==> config.mk <==
export PLATFORM = sky130hd
export DESIGN_NAME = reg_write_scheduler
export DESIGN_NICKNAME = d
export VERILOG_FILES = /design/src/rtl/reg_write_scheduler.sv
export SDC_FILE = /design/constraint.sdc
export NUM_CORES = 1
export LEC_CHECK = 0
export CORE_MARGIN = 8
export CORE_UTILIZATION = 45
export CTS_CLUSTER_SIZE = 16
export DETAILED_ROUTE_END_ITERATION = 8
export PLACE_DENSITY = 0.77
export SLEW_MARGIN = 20
export SYNTH_ARGS = -nofsm -noshare
export SYNTH_HDL_FRONTEND = slang
export SYNTH_SLANG_ARGS = --single-unit
==> constraint.sdc <==
create_clock -name clk -period 5.3 [get_ports clk]
set_input_delay 0.53 -clock clk [delete_from_list [all_inputs] [get_ports clk]]
set_output_delay 0.53 -clock clk [all_outputs]
set_load 0.01 [all_outputs]
==> src/rtl/reg_write_scheduler.sv <==
// Round-robin write scheduler: picks one requester per cycle and drives a one-hot
// registered write enable plus a shared data bus into a bank of plain registers.
module reg_write_scheduler #(
    parameter int NUM_REQ  = 3,
    parameter int NUM_REGS = 4,
    parameter int ADDR_W   = 2,
    parameter int DATA_W   = 8
) (
    input  logic                       clk,
    input  logic                       rstn,
    input  logic                       stall,
    input  logic [NUM_REQ-1:0]         req_valid,
    input  logic [NUM_REQ*ADDR_W-1:0]  req_addr,
    input  logic [NUM_REQ*DATA_W-1:0]  req_data,
    output logic [NUM_REQ-1:0]         req_ready,
    output logic [NUM_REGS-1:0]        write_enb,
    output logic [DATA_W-1:0]          C_in,
    output logic [2:0]                 last_grant,
    output logic                       err_out,
    input  logic                       err_clr
);

    logic [2:0]            rr_ptr_reg;
    logic [2:0]            rr_ptr_next;
    logic [2*NUM_REQ-1:0]  dbl_valid;
    logic [NUM_REQ-1:0]    rot_valid;
    logic                  found;
    logic [2:0]            winner;
    logic [NUM_REQ-1:0]    grant;
    logic                  accept;
    logic [ADDR_W-1:0]     sel_addr;
    logic [DATA_W-1:0]     sel_data;
    logic                  in_range;
    logic [NUM_REGS-1:0]   addr_onehot;
    logic [NUM_REGS-1:0]   write_enb_next;
    logic [DATA_W-1:0]     c_in_next;
    logic [2:0]            last_grant_next;
    logic                  err_next;

    // Rotating the doubled request vector puts rr_ptr at bit 0, so the first set
    // bit is the round-robin winner expressed as an offset from the pointer.
    assign dbl_valid = {req_valid, req_valid};
    assign rot_valid = NUM_REQ'(dbl_valid >> rr_ptr_reg);

    always_comb begin
        int sum;
        found  = 1'b0;
        winner = '0;
        sum    = 0;
        for (int k = 0; k < NUM_REQ; k++) begin
            if (!found && rot_valid[k]) begin
                found = 1'b1;
                sum   = int'(rr_ptr_reg) + k;
                if (sum >= NUM_REQ) begin
                    sum = sum - NUM_REQ;
                end
                winner = 3'(sum);
            end
        end
    end

    generate
        for (genvar gi = 0; gi < NUM_REQ; gi++) begin : g_grant
            assign grant[gi] = found && !stall && (winner == 3'(gi));
        end
    endgenerate

    assign req_ready = grant;
    assign accept    = |grant;

    // Grant is one-hot, so an AND-OR mux selects the winner's address and data.
    always_comb begin
        sel_addr = '0;
        sel_data = '0;
        for (int k = 0; k < NUM_REQ; k++) begin
            if (grant[k]) begin
                sel_addr = req_addr[k*ADDR_W +: ADDR_W];
                sel_data = req_data[k*DATA_W +: DATA_W];
            end
        end
    end

    assign in_range = (int'(sel_addr) < NUM_REGS);

    generate
        for (genvar gi = 0; gi < NUM_REGS; gi++) begin : g_onehot
            assign addr_onehot[gi] = (sel_addr == ADDR_W'(gi));
        end
    endgenerate

    always_comb begin
        write_enb_next  = '0;
        c_in_next       = C_in;
        last_grant_next = last_grant;
        rr_ptr_next     = rr_ptr_reg;
        err_next        = err_clr ? 1'b0 : err_out;
        if (accept) begin
            last_grant_next = winner;
            rr_ptr_next     = (winner == 3'(NUM_REQ - 1)) ? 3'd0 : winner + 3'd1;
            if (in_range) begin
                write_enb_next = addr_onehot;
                c_in_next      = sel_data;
            end else begin
                // A bad address is still consumed; setting the flag beats a clear.
                err_next = 1'b1;
            end
        end
    end

    always_ff @(posedge clk or negedge rstn) begin
        if (!rstn) begin
            write_enb  <= '0;
            C_in       <= '0;
            last_grant <= '0;
            err_out    <= 1'b0;
            rr_ptr_reg <= '0;
        end else begin
            write_enb  <= write_enb_next;
            C_in       <= c_in_next;
            last_grant <= last_grant_next;
            err_out    <= err_next;
            rr_ptr_reg <= rr_ptr_next;
        end
    end

endmodule

# Yosys cells after proc, flatten, opt, wreduce, memory -nomap -nowiden
# Cells that the tools add are included.
[classes]
reduce_logical = 12
order_cmp = 3
eq_ne = 5
n_mux = 17
shifts = 1
n_addsub = 6
[ops]
columns = ["operator", "count"]
rows = [
  ["8-bit 2-to-1 mux", 3],
  ["3-bit 2-to-1 mux", 7],
  ["3-bit by 2-bit subtractor with 3-bit output, second input constant", 3],
  ["4-bit by 2-bit greater-or-equal comparator with 1-bit output, second input constant", 2],
  ["1-bit logical AND", 6],
  ["2-bit 2-to-1 mux", 3],
  ["6-bit by 3-bit right shift with 3-bit output", 1],
  ["3-bit by 1-bit adder with 4-bit output, second input constant", 1],
  ["3-bit by 2-bit adder with 4-bit output, second input constant", 1],
  ["2-bit == test, second input constant", 2],
  ["4-bit 2-to-1 mux", 1],
  ["3-bit by 1-bit adder with 3-bit output, second input constant", 1],
  ["3-bit by 1-bit == test with 1-bit output, second input constant", 1],
  ["3-bit by 2-bit == test with 1-bit output, second input constant", 1],
  ["3-bit by 2-bit greater-or-equal comparator with 1-bit output, second input constant", 1],
  ["1-bit zero test", 3],
  ["3-bit zero test", 1],
  ["1-bit 2-to-1 mux", 3],
  ["3-bit OR reduction", 1],
  ["2-bit by 1-bit == test with 1-bit output, second input constant", 1],
  ["2-bit zero test", 1],
]
[totals]
output_inout_bits = 19
register_bits = 18
input_bits = 37
wordCells = 48

# Longest topological paths before layout
[depth]
ltp_word = 15
depth_mapped = 11

# Worst setup path after synthesis
# OpenSTA, ideal clock, no wires.
[synth_path]
kind = "reg2out"
from = "register rr_ptr_reg[0]"
to = "output port req_ready[1]"
path_slack_ps = 2431
required_ps = 4770
stages_incl_launch_ff = 9
t_arrival_ps = 2339
path_buffers = 0
cell_sequence = "dfrtp_1 -> ha_1 -> ha_1 -> a21boi_0 -> o21ai_0 -> a32o_1 -> a41oi_4 -> and2_1 -> and2_1"
[synth_between]
elab_chain_len = 10
word_cells_on_any_way = 25
cone_classes = "5 x add/sub; 3 x order compare; 1 x eq/ne; 1 x shift; 9 x mux; 6 x reduce/logical"
[synth_rtl]
columns = ["item", "line_no", "text"]
rows = [
  ["from (decl)", "23", "logic [2:0] rr_ptr_reg;"],
  ["from (signal assigned)", "122", "rr_ptr_reg <= rr_ptr_next;"],
  ["parallel branches: the longest is 9 deep, another holds 3-bit by 1-bit adder with 4-bit output", "-", ""],
  ["1-bit logical AND (*)", "64", "assign grant[gi] = found && !stall && (winner == 3'(gi));"],
  ["to (decl)", "15", "output logic [NUM_REQ-1:0] req_ready,"],
]
# Every way passes the cells marked *.

# Worst setup path after layout
[layout_path]
from = "register rr_ptr_reg[2]"
to = "output port req_ready[1]"
# Same word-level chain as after synthesis.

==> load_flow_metrics.sql <==
INSERT INTO impl_metrics (metric_group, metric, value, unit) VALUES
('logic_synthesis', 'synth_fp_nets', '215', ''),
('critical_path', 'worstPathCellList', 'inv_1 > ha_1 > a21boi_0 > o21ai_0 > a32o_1 > a41oi_4 > and2_1 > and2_1 > clkdlybuf4s50_1', ''),
('logic_synthesis', 'yosys_most_used_dff', 'dfrtp_1', ''),
('route', 'avgRoutedWirePerCell', '17.6', 'µm'),
('cts', 'cts_tree', 'done', ''),
('cts', 'clock_root_cell', 'clkbuf_4', ''),
('hold_path', 'hold_end', 'last_grant[1]', ''),
('timing', 'highest_achievable_clock_rate', '224', 'MHz'),
('cells_and_area', 'final_layout_size_suffix_gt1_frac', '0.0833', ''),
('logic_synthesis', 'yosysSeqAreaShare', '0.287', ''),
('timing', 'worstMarginPinSlew', '0.930', 'ns'),
('critical_path', 'worstPathBufferInverterCount', '2', ''),
('critical_path', 'timing.critical_path.to_type', 'primary output', ''),
('cells_and_area', 'finish.instance_area', '2130', 'µm²'),
('timing', 'final.period_utilization', '0.841', ''),
('critical_path', 'r2r_cells', '9', ''),
('placement', 'gp_congestion', '0.863', ''),
('cts', 'post_cts_resize_count', '0', ''),
('route', 'antenna_left', '0', ''),
('placement', 'pre_cts_ws', '1.13', 'ns'),
('timing', 'clock-skew-final', '0.00396', 'ns'),
('floorplanning', 'die_w', '75.1', 'µm'),
('power_and_ir_drop', 'post-layout-total-power', '1310', 'µW'),
('global_routing', 'antenna_found_initial', '0', ''),
('cts', 'numCtsBuffers', '3', ''),
('route', 'num_vias', '1536', ''),
('outcome', 'run_status', 'complete, no violations', ''),
('global_routing', 'grt_pass1_wl', '7.73', 'mm'),
('cts', 'max-clock-path-buffers', '2', ''),
('critical_path', 'worstSetupStartpointType', 'register', ''),
('critical_path', 'critPathMaxFanout', '17', ''),
('route', 'drcViolationCount', '0', ''),
('logic_synthesis', 'synthesis.area_per_instance', '9.24', 'µm²'),
('cts', 'clk_pin_slew_worst_paths', '0.11', 'ns'),
('cts', 'tritoncts_num_sinks', '18', ''),
('floorplanning', 'floorplan.rows', '21', ''),
('logic_synthesis', 'synth_enable_flop_cells', '0', ''),
('timing', 'grt_setup_unrepaired', 'false', ''),
('floorplanning', 'starting_density_of_the_core', '0.471', ''),
('floorplanning', 'core-area', '3340', 'µm²'),
('placement', 'numPortBuffers', '53', ''),
('critical_path', 'cp_data_required_time', '4.77', 'ns'),
('cells_and_area', 'fillerInstances', '292', ''),
('power_and_ir_drop', 'vdd_drop_max', '0.333', 'mV'),
('timing', 'totalNegativeSetupSlack', '0', 'ns'),
('cells_and_area', 'layout_common_cells', '53 x clkdlybuf4s50_1, 18 x dfrtp_1, 16 x nor2_1, 15 x nor3_1, 13 x a21oi_1', ''),
('timing', 'timing_max_transition_violations_final', '0', ''),
('route', 'drt_pass1_iterations', '5', ''),
('route', 'drt_iter0_markers', '114', ''),
('cells_and_area', 'largest-register', 'C_in', ''),
('route', 'vias_per_cell', '5.86', ''),
('power_and_ir_drop', 'total_leakage_power', '0.000833', 'µW'),
('critical_path', 'critical_path_arrival', '3.92', 'ns'),
('logic_synthesis', 'synthCells', '170', ''),
('critical_path', 'cpPeakStageDelay', '0.74', 'ns'),
('cells_and_area', 'largest_register_ff_count', '8', ''),
('floorplanning', 'floorplan.die.height', '75.1', 'µm'),
('cells_and_area', 'layout.cells.most_common', 'clkdlybuf4s50_1', ''),
('critical_path', 'cp_top_family', 'compound AO/OA/AOI/OAI gates', ''),
('route', 'wl', '4.61', 'mm'),
('hold_path', 'min_path_cells', '2', ''),
('timing', 'setup_ws', '0.845', 'ns'),
('hold_path', 'hp-class', 'reg2reg', ''),
('critical_path', 'critical_path.most_common_cell', 'and2_1', ''),
('cts', 'cts.htree.levels', '1', ''),
('global_routing', 'pin_count_of_the_biggest_net_entering_global_routing', '19', ''),
('logic_synthesis', 'post_synth_num_cell_types', '54', ''),
('placement', 'post-dp-hpwl', '3.58', 'mm'),
('timing', 'layout_min_cycle_time', '4.45', 'ns'),
('critical_path', 'rr_endpoint', 'C_in[4]', ''),
('global_routing', 'grt_overall_usage', '0.172', '');
## area by class of cell
cell class,count,area [µm²],share of cell area
clock buffer,4,36.3,0.0171
inverter,4,15.0,0.00706
multi-input combinational,135,1020,0.481
sequential,18,450,0.212
tap,46,57.6,0.0271
timing repair buffer,55,546,0.256
## Yosys cell counts, types with 3 or more instances
| cell type | number | area, µm² |
|---|---|---|
| ha_1 | 8 | 100 |
| nand2b_1 | 3 | 18.8 |
| a21oi_1 | 13 | 65.1 |
| o22a_1 | 8 | 70.1 |
| mux2i_1 | 10 | 100 |
| buf_4 | 3 | 22.5 |
| dfrtp_1 | 18 | 450 |
| nor2b_1 | 4 | 25.0 |
| nand2_1 | 5 | 18.8 |
| nor3_1 | 15 | 75.1 |
| inv_1 | 3 | 11.3 |
| buf_2 | 7 | 35.0 |
| and3b_1 | 3 | 26.3 |
| nor2_1 | 16 | 60.1 |
## tightest hold or removal path: stages, from the launching register on
cell     delay, ns
dfrtp_1       0.37
nor2_1        0.05
nor2_1        0.07
## metrics by stage
step	cells	utilization
after floorplan	170	-
after global placement	258	0.627
after detailed placement	258	0.627
after CTS	262	0.637
after global routing	262	0.637
final	262	0.637
## where the power goes
group | total (µW) | internal (µW) | switching [µW] | leakage (µW)
registers | 255 | 191 | 63.7 | 0.000218
logic | 969 | 454 | 516 | 0.000594
clock network | 86.4 | 41.9 | 44.5 | 0.0000210
## how the worst max path moves through the flow
| stage | slack, ns | start | end | depth (start not counted) |
|---|---|---|---|---|
| floorplan | 2.43 | rr_ptr_reg[0] | req_ready[1] | 8 |
| global placement | 1.25 | req_valid[0] | req_ready[1] | 8 |
| detailed placement | 1.13 | req_valid[0] | req_ready[1] | 8 |
| CTS | 0.86 | rr_ptr_reg[2] | req_ready[1] | 9 |
| global route | 0.59 | rr_ptr_reg[2] | req_ready[1] | 8 |
| finish | 0.85 | rr_ptr_reg[2] | req_ready[1] | 9 |
## layer usage
metal	routed length, µm	track usage
met1	1970	0.195
met2	2160	0.295
met3	423	0.0679
met4	68	0.0413
met5	0	0
## kinds of logic (layout without fill, tap and decap cells)
| family | Yosys count | after routing | share of synthesized area |
|---|---|---|---|
| other | 1 | 1 | 0.00239 |
| buffers and inverters | 17 | 63 | 0.0629 |
| and+or+nand+nor | 60 | 60 | 0.213 |
| xor gates and xnor gates | 3 | 3 | 0.0167 |
| adders and majority gates | 8 | 8 | 0.0637 |
| DFF | 18 | 18 | 0.287 |
| AOI/OAI and AO/OA | 52 | 52 | 0.284 |
| muxes | 11 | 11 | 0.0709 |
Power figures use the tool's default switching activity.
